===== src/rtl/program_sequencer.sv =====
// -----------------------------------------------------------------------------
// program_sequencer
// Program counter with increment, absolute/relative branch, and a small
// return-address stack for CALL/RET. PC and stack advance only on cycles
// qualified by SLOW_CLOCK_STRB.
//
// Ports
//   CLK             : system clock, all state on posedge
//   ACLR            : asynchronous active-high reset
//   SLOW_CLOCK_STRB : one-CLK enable; PC/stack change only when 1
//   PC_COUNT        : increment request
//   BRANCH          : jump request (BRANCH_REL: 1 = relative, 0 = absolute)
//   CALL            : push PC+1, jump absolute to BRANCH_ADDRESS
//   RET             : pop top of stack into PC
//   BRANCH_ADDRESS  : absolute target or two's-complement offset
//   PC_VAL          : internal PC delayed by one CLK
//   STACK_LEVEL     : number of entries currently on the stack
//   STACK_ERR       : sticky overflow/underflow flag, cleared only by reset
// -----------------------------------------------------------------------------
module program_sequencer #(
    parameter int unsigned ADDR_W      = 8,
    parameter int unsigned STACK_DEPTH = 4,
    parameter int unsigned RESET_VEC   = 0,
    localparam int unsigned LVL_W      = $clog2(STACK_DEPTH + 1)
) (
    input  logic              CLK,
    input  logic              ACLR,
    input  logic              SLOW_CLOCK_STRB,
    input  logic              PC_COUNT,
    input  logic              BRANCH,
    input  logic              BRANCH_REL,
    input  logic              CALL,
    input  logic              RET,
    input  logic [ADDR_W-1:0] BRANCH_ADDRESS,
    output logic [ADDR_W-1:0] PC_VAL,
    output logic [LVL_W-1:0]  STACK_LEVEL,
    output logic              STACK_ERR
);

    localparam int unsigned IDX_W     = (STACK_DEPTH > 1) ? $clog2(STACK_DEPTH) : 1;
    localparam int unsigned MEM_DEPTH = 1 << IDX_W;
    localparam logic [ADDR_W-1:0] RST_PC = ADDR_W'(RESET_VEC);

    logic [ADDR_W-1:0] pc_q, pc_d;
    logic [ADDR_W-1:0] pc_val_q;
    logic [LVL_W-1:0]  level_q, level_d;
    logic              err_q, err_d;

    // Stack storage is not reset: discarding on reset only needs level_q = 0.
    logic [ADDR_W-1:0] stack_q [MEM_DEPTH];

    logic              push_en;
    logic [IDX_W-1:0]  push_idx;
    logic [IDX_W-1:0]  pop_idx;
    logic [ADDR_W-1:0] pc_inc;

    assign pc_inc   = pc_q + ADDR_W'(1);
    assign push_idx = IDX_W'(level_q);
    assign pop_idx  = IDX_W'(level_q - LVL_W'(1));

    // Next-state: priority RET > CALL > BRANCH > PC_COUNT, strobe-qualified.
    always_comb begin
        pc_d    = pc_q;
        level_d = level_q;
        err_d   = err_q;
        push_en = 1'b0;
        if (SLOW_CLOCK_STRB) begin
            if (RET) begin
                if (level_q != '0) begin
                    pc_d    = stack_q[pop_idx];
                    level_d = level_q - LVL_W'(1);
                end else begin
                    err_d = 1'b1;
                end
            end else if (CALL) begin
                if (level_q < LVL_W'(STACK_DEPTH)) begin
                    push_en = 1'b1;
                    pc_d    = BRANCH_ADDRESS;
                    level_d = level_q + LVL_W'(1);
                end else begin
                    err_d = 1'b1;
                end
            end else if (BRANCH) begin
                // Same-width add wraps modulo 2^ADDR_W, which matches a
                // sign-extended offset.
                pc_d = BRANCH_REL ? (pc_q + BRANCH_ADDRESS) : BRANCH_ADDRESS;
            end else if (PC_COUNT) begin
                pc_d = pc_inc;
            end
        end
    end

    // Sequencer state and the one-cycle PC copy.
    always_ff @(posedge CLK or posedge ACLR) begin
        if (ACLR) begin
            pc_q     <= RST_PC;
            pc_val_q <= RST_PC;
            level_q  <= '0;
            err_q    <= 1'b0;
        end else begin
            pc_q     <= pc_d;
            pc_val_q <= pc_q;
            level_q  <= level_d;
            err_q    <= err_d;
        end
    end

    // Return-address storage.
    always_ff @(posedge CLK) begin
        if (push_en) begin
            stack_q[push_idx] <= pc_inc;
        end
    end

    assign PC_VAL      = pc_val_q;
    assign STACK_LEVEL = level_q;
    assign STACK_ERR   = err_q;

endmodule


===== config.mk =====
export PLATFORM = sky130hd
export DESIGN_NAME = program_sequencer
export DESIGN_NICKNAME = d
export VERILOG_FILES = /design/src/rtl/program_sequencer.sv
export SDC_FILE = /design/constraint.sdc
export NUM_CORES = 1
export LEC_CHECK = 0
export ABC_AREA = 1
export CAP_MARGIN = 15
export CORE_UTILIZATION = 60
export DETAILED_ROUTE_END_ITERATION = 6
export PLACE_DENSITY = 0.92
export SLEW_MARGIN = 25
export SYNTH_ARGS = -nofsm -noshare
export SYNTH_HDL_FRONTEND = slang
export SYNTH_SLANG_ARGS = --single-unit
export TNS_END_PERCENT = 10

===== constraint.sdc =====
create_clock -name CLK -period 5.8 [get_ports CLK]
set_input_delay 1.16 -clock CLK [delete_from_list [all_inputs] [get_ports CLK]]
set_output_delay 1.16 -clock CLK [all_outputs]
set_load 0.005 [all_outputs]

* After elaboration in Yosys (flattened, before gate mapping) *
Memory sizes are Yosys's and may differ from the RTL's.
Index checks and enable logic that the tools add are counted.

cells by class
  add/subtract/negate cells = 4
  $lt $le $gt $ge = 1
  eq/ne operators = 4
  mux-type cells = 21
  reduce and logical (&&, ||, !) cells = 7

operator list
  operator               count
  $mux W8                7
  $mux W3                4
  $reduce_and A4 Y1      3
  $mux W1                10
  $add A8 B1 Y8 const B  1
  $add A8 B8 Y8          1
  $ne A2 B2 Y1 const B   2
  $reduce_bool A2 Y1     2
  $reduce_bool A4 Y1     1
  $add A3 B1 Y3 const B  1
  $lt A3 B3 Y1 const B   1
  $ne A3 B1 Y1 const B   1
  $reduce_bool A3 Y1     1
  $sub A3 B1 Y3 const B  1
  $ne A2 B1 Y1 const B   1

storage, ports and cells
  flip-flop bits (word level) = 20
  bits in writable memories = 32
  bits of input ports = 16
  output and inout bits = 12
  word-level logic and storage cells = 42
  memories = 1

memories
  name     words  bits a word  read ports  clocked after Yosys merged registers in  write ports  line  source
  stack_q  4      8            1           0                                        1            50    logic [ADDR_W-1:0] stack_q [MEM_DEPTH];

* Depth between registers and ports, before layout *
  depth in word-level cells = 7
  depth in mapped cells = 12

* Worst setup path before layout *
Ideal clock, no wire load.

  kind = input-to-reg
  start point = in BRANCH_ADDRESS[0]
  end point = reg pc_q[4]
  setup time = 0.116 ns
  arrival = 2.239 ns
  required time = 5.684 ns
  setup slack = 3.444 ns
  stages = 11
  path through = ha_1 inv_1 fa_1 nor2_1 nor2_1 nand2_1 nand3_1 nand2_1 nand3_1 nand2_1 nand2_1

on the way
  cells in the longest elaborated chain, start to end = 5

RTL lines
  element               line  source
  from (decl)           34    input logic [ADDR_W-1:0] BRANCH_ADDRESS,
  $add A8 B8 Y8         86    pc_d = BRANCH_REL ? (pc_q + BRANCH_ADDRESS) : BRANCH_ADDRESS;
  $mux W8               86
  $mux W8               83    end else if (BRANCH) begin
  $mux W8               75    end else if (CALL) begin
  $mux W8               68    if (RET) begin
  to (signal assigned)  101   pc_q <= pc_d;
  to (decl)             44    logic [ADDR_W-1:0] pc_q, pc_d;

Every way passes these cells.
A chain may end at the register's enable or synchronous reset.

* Final worst setup path *
  start point = in RET
  end point = mem stack_q[0][7] (enable)

on the way
  cells in the longest elaborated chain, start to end = 4

RTL lines
  element                        line  source
  from (decl)                    33    input logic RET,
  $mux W1                        68
  $mux W1                        67    if (SLOW_CLOCK_STRB) begin
  $mux W1                        110   if (push_en) begin
  $mux W1 (not written as such)  111   stack_q[push_idx] <= pc_inc;
  to (decl)                      50

Every way passes these cells.

==> reports/qor.csv <==
metric,value,unit
outcome,finished with violations,
violations,design-rule violations,
r2r_cells,9,
synth_cells,329,
cp_data_required_time,5.75,ns
yosysMostFrequentCell,nand2_1,
synth_common_cells,"nand2_1 (73), inv_1 (43), nor2_1 (43)",
slew_violations,0,
layout-drive-gt1-share,6.72,%
peakVddDrop,0.294,mV
syn_to_final_growth,13.4,%
yosys_warnings,0,
clkTransAtPathRegs,0.10,ns
yosys_most_used_dff,edfxtp_1,
max_slew.worst_pin.slew,0.823,ns
whs,0.489,ns
worstPathArrival,2.97,ns
grt-ovfl-total,0,
worst_setup_path_end_kind,flip-flop,
setup_viol,0,
synth_area_leaders,"edfxtp_1 (33%), dfrtp_1 (17%), nand2_1 (9.5%)",
grt_pass1_wl,11100,um
cap_violations,0,
cts_hold_buf,0,
clock-skew-final,0.0109,ns
h-tree-depth,2,
grt.total_usage,29.3,%
hold_end,PC_VAL[7],
seqPwrFrac,39.3,%
final.period_utilization,52.0,%
initialDrtViolationCount,358,
leakagePower,0.00142,uW
drtAntennaViolNets,0,
drc,3,
grt_pass1_vias,2346,
cts-root-buf,clkbuf_8,
regToRegSetupSlack,3.28,ns
crit_path_start_kind,input pin,
post_cts_buffers,0,
drt_wl_total,6670,um
p_comb_share,47.4,%
p_int,886,uW
cts.repair.resized,0,
vias,2451,
grt_max_degree,22,
initial_core_util,64.1,%
cts_inserted_buffers,5,
synth_top_area_share,33.5,%
reg2reg_from,STACK_LEVEL[0],
ys_ff_latch,52,
fillers,309,
multi_input_area,1190,um^2
p_clk_share,13.4,%
place.detailed.hpwl,4760,um
cts.sinks,52,
core_area,4470,um^2
hold_viol,0,
period_minus_slack,3.01,ns
ys_types,34,
regArea,1460,um^2
numPlacedInstances,401,
first_pass_iters,7,
die_w,71.2,um
layoutNonFillerInstCount,409,
syn_nets,359,
place_ws,2.47,ns
netlist_area,2870,um^2
antenna_found_initial,0,
critPathLaunch,RET,
p_sw,677,uW
whs_path_depth,0,
worst_skew_pair.late_latency,0.32,ns
timing.rr.end,pc_q[3],
die_h,71.2,um
gp_congestion,0.931,
critPathMaxFanout,12,
rsz0062_at_grt,false,
cts_buffer_depth,2,
wl_per_cell,16.3,um
synth_edf_count,32,
synth.largest_area_cell,edfxtp_1,
n_antenna_cell,0,
synthArstFlopShare,38.5,%
relSlewSlack,45.1,%
cellPowerDensity,480,nW/um^2
finalWorstSetupSlack,2.79,ns
final_nets,386,
final.setup.tns,0,ns
die_area,5060,um^2
hold_start,pc_q[7],
yosysSeqAreaShare,50.9,%
routed_via_density,5.99,
num_rows,24,
max_freq,0.332,GHz
syn-mean-instance-area,8.72,um^2
cts_tree,yes,
boundaryPins,28,
path_class,input pin to flip-flop,
min_path_type,flip-flop to flip-flop,
portBuffers,27,
p_sw_share,43.3,%
placed cells by master (no fill, tap or decap), types with 3 or more instances in the layout:
cell type and count:
nor2_1 43, a21oi_1 11, inv_1 43, o21ai_1 4
dfrtp_1 20, o22ai_1 6, o21ai_0 25, ha_1 13
o211ai_1 3, edfxtp_1 32, nand4_1 3, nand3_1 22
clkbuf_8 5, xor2_1 3, nand2_1 73, clkdlybuf4s50_1 27
how the worst max path moves through the flow:
stage | end | slack [ns] | cells past startpoint
final | stack_q[0][7] | 2.79 | 4
after global routing | stack_q[0][3] | 2.61 | 4
after CTS | stack_q[2][1] | 2.78 | 4
after detailed placement | stack_q[2][3] | 2.47 | 4
after global placement | stack_q[0][4] | 2.57 | 4
after floorplan | pc_q[4] | 3.44 | 11
layer usage:
| metal | up-vias | global-route usage (%) | share of wire (%) |
|---|---|---|---|
| met3 | 30 | 6.98 | 10 |
| li1 | 1140 | - | - |
| met1 | 1128 | 38.2 | 39 |
| met2 | 153 | 46.2 | 48 |
| met5 | - | 0 | 0 |
| met4 | 0 | 14.2 | 3.4 |
state kept, by name, indices dropped and copies added (netlist names):
| name | flops |
|---|---|
| STACK_ERR | 1 |
| stack_q | 32 |
| pc_q | 8 |
| PC_VAL | 8 |
| STACK_LEVEL | 3 |
cell type report:
cell class,count,share of cell area (%)
Timing Repair Buffer,27,8.30
Sequential cell,52,44.9
Inverter,46,5.46
Tap cell,52,2.00
Clock inverter,3,0.654
Clock buffer,5,2.11
Multi-Input combinational cell,224,36.6
worst max-delay path, stage by stage:
cell and delay [ns]:
clkdlybuf4s50_1 0.69, nor2_2 0.36, nand3_1 0.19, nor2_1 0.56
stage by stage:
step / cell area, um^2 / utilization, % / total power [uW]
2_1_floorplan: 2870 / - / 1080
5_1_grt: 3250 / 72.7 / 1670
3_3_place_gp: 3160 / 70.7 / 1300
4_1_cts: 3250 / 72.7 / 1540
6_report: 3250 / 72.7 / 1560
3_5_place_dp: 3160 / 70.7 / 1330
kinds of logic after synthesis:
kind of cell,count (synthesis),synth area share (%)
and+or+nand+nor,148,21.8
xor gates and xnor gates,4,1.22
DFF,52,50.9
AOI/OAI and AO/OA,58,12.1
buffers and inverters,53,7.63
adders and majority gates,14,6.36
power by group through the flow:
stage	combinational (uW)	sequential (uW)	clock [uW]
floorplan	499	581	0
global placement	686	616	0
detailed placement	715	619	0
CTS	723	610	210
global route	824	624	226
finish	740	614	209
No activity file was read; power rests on OpenSTA's default activity.
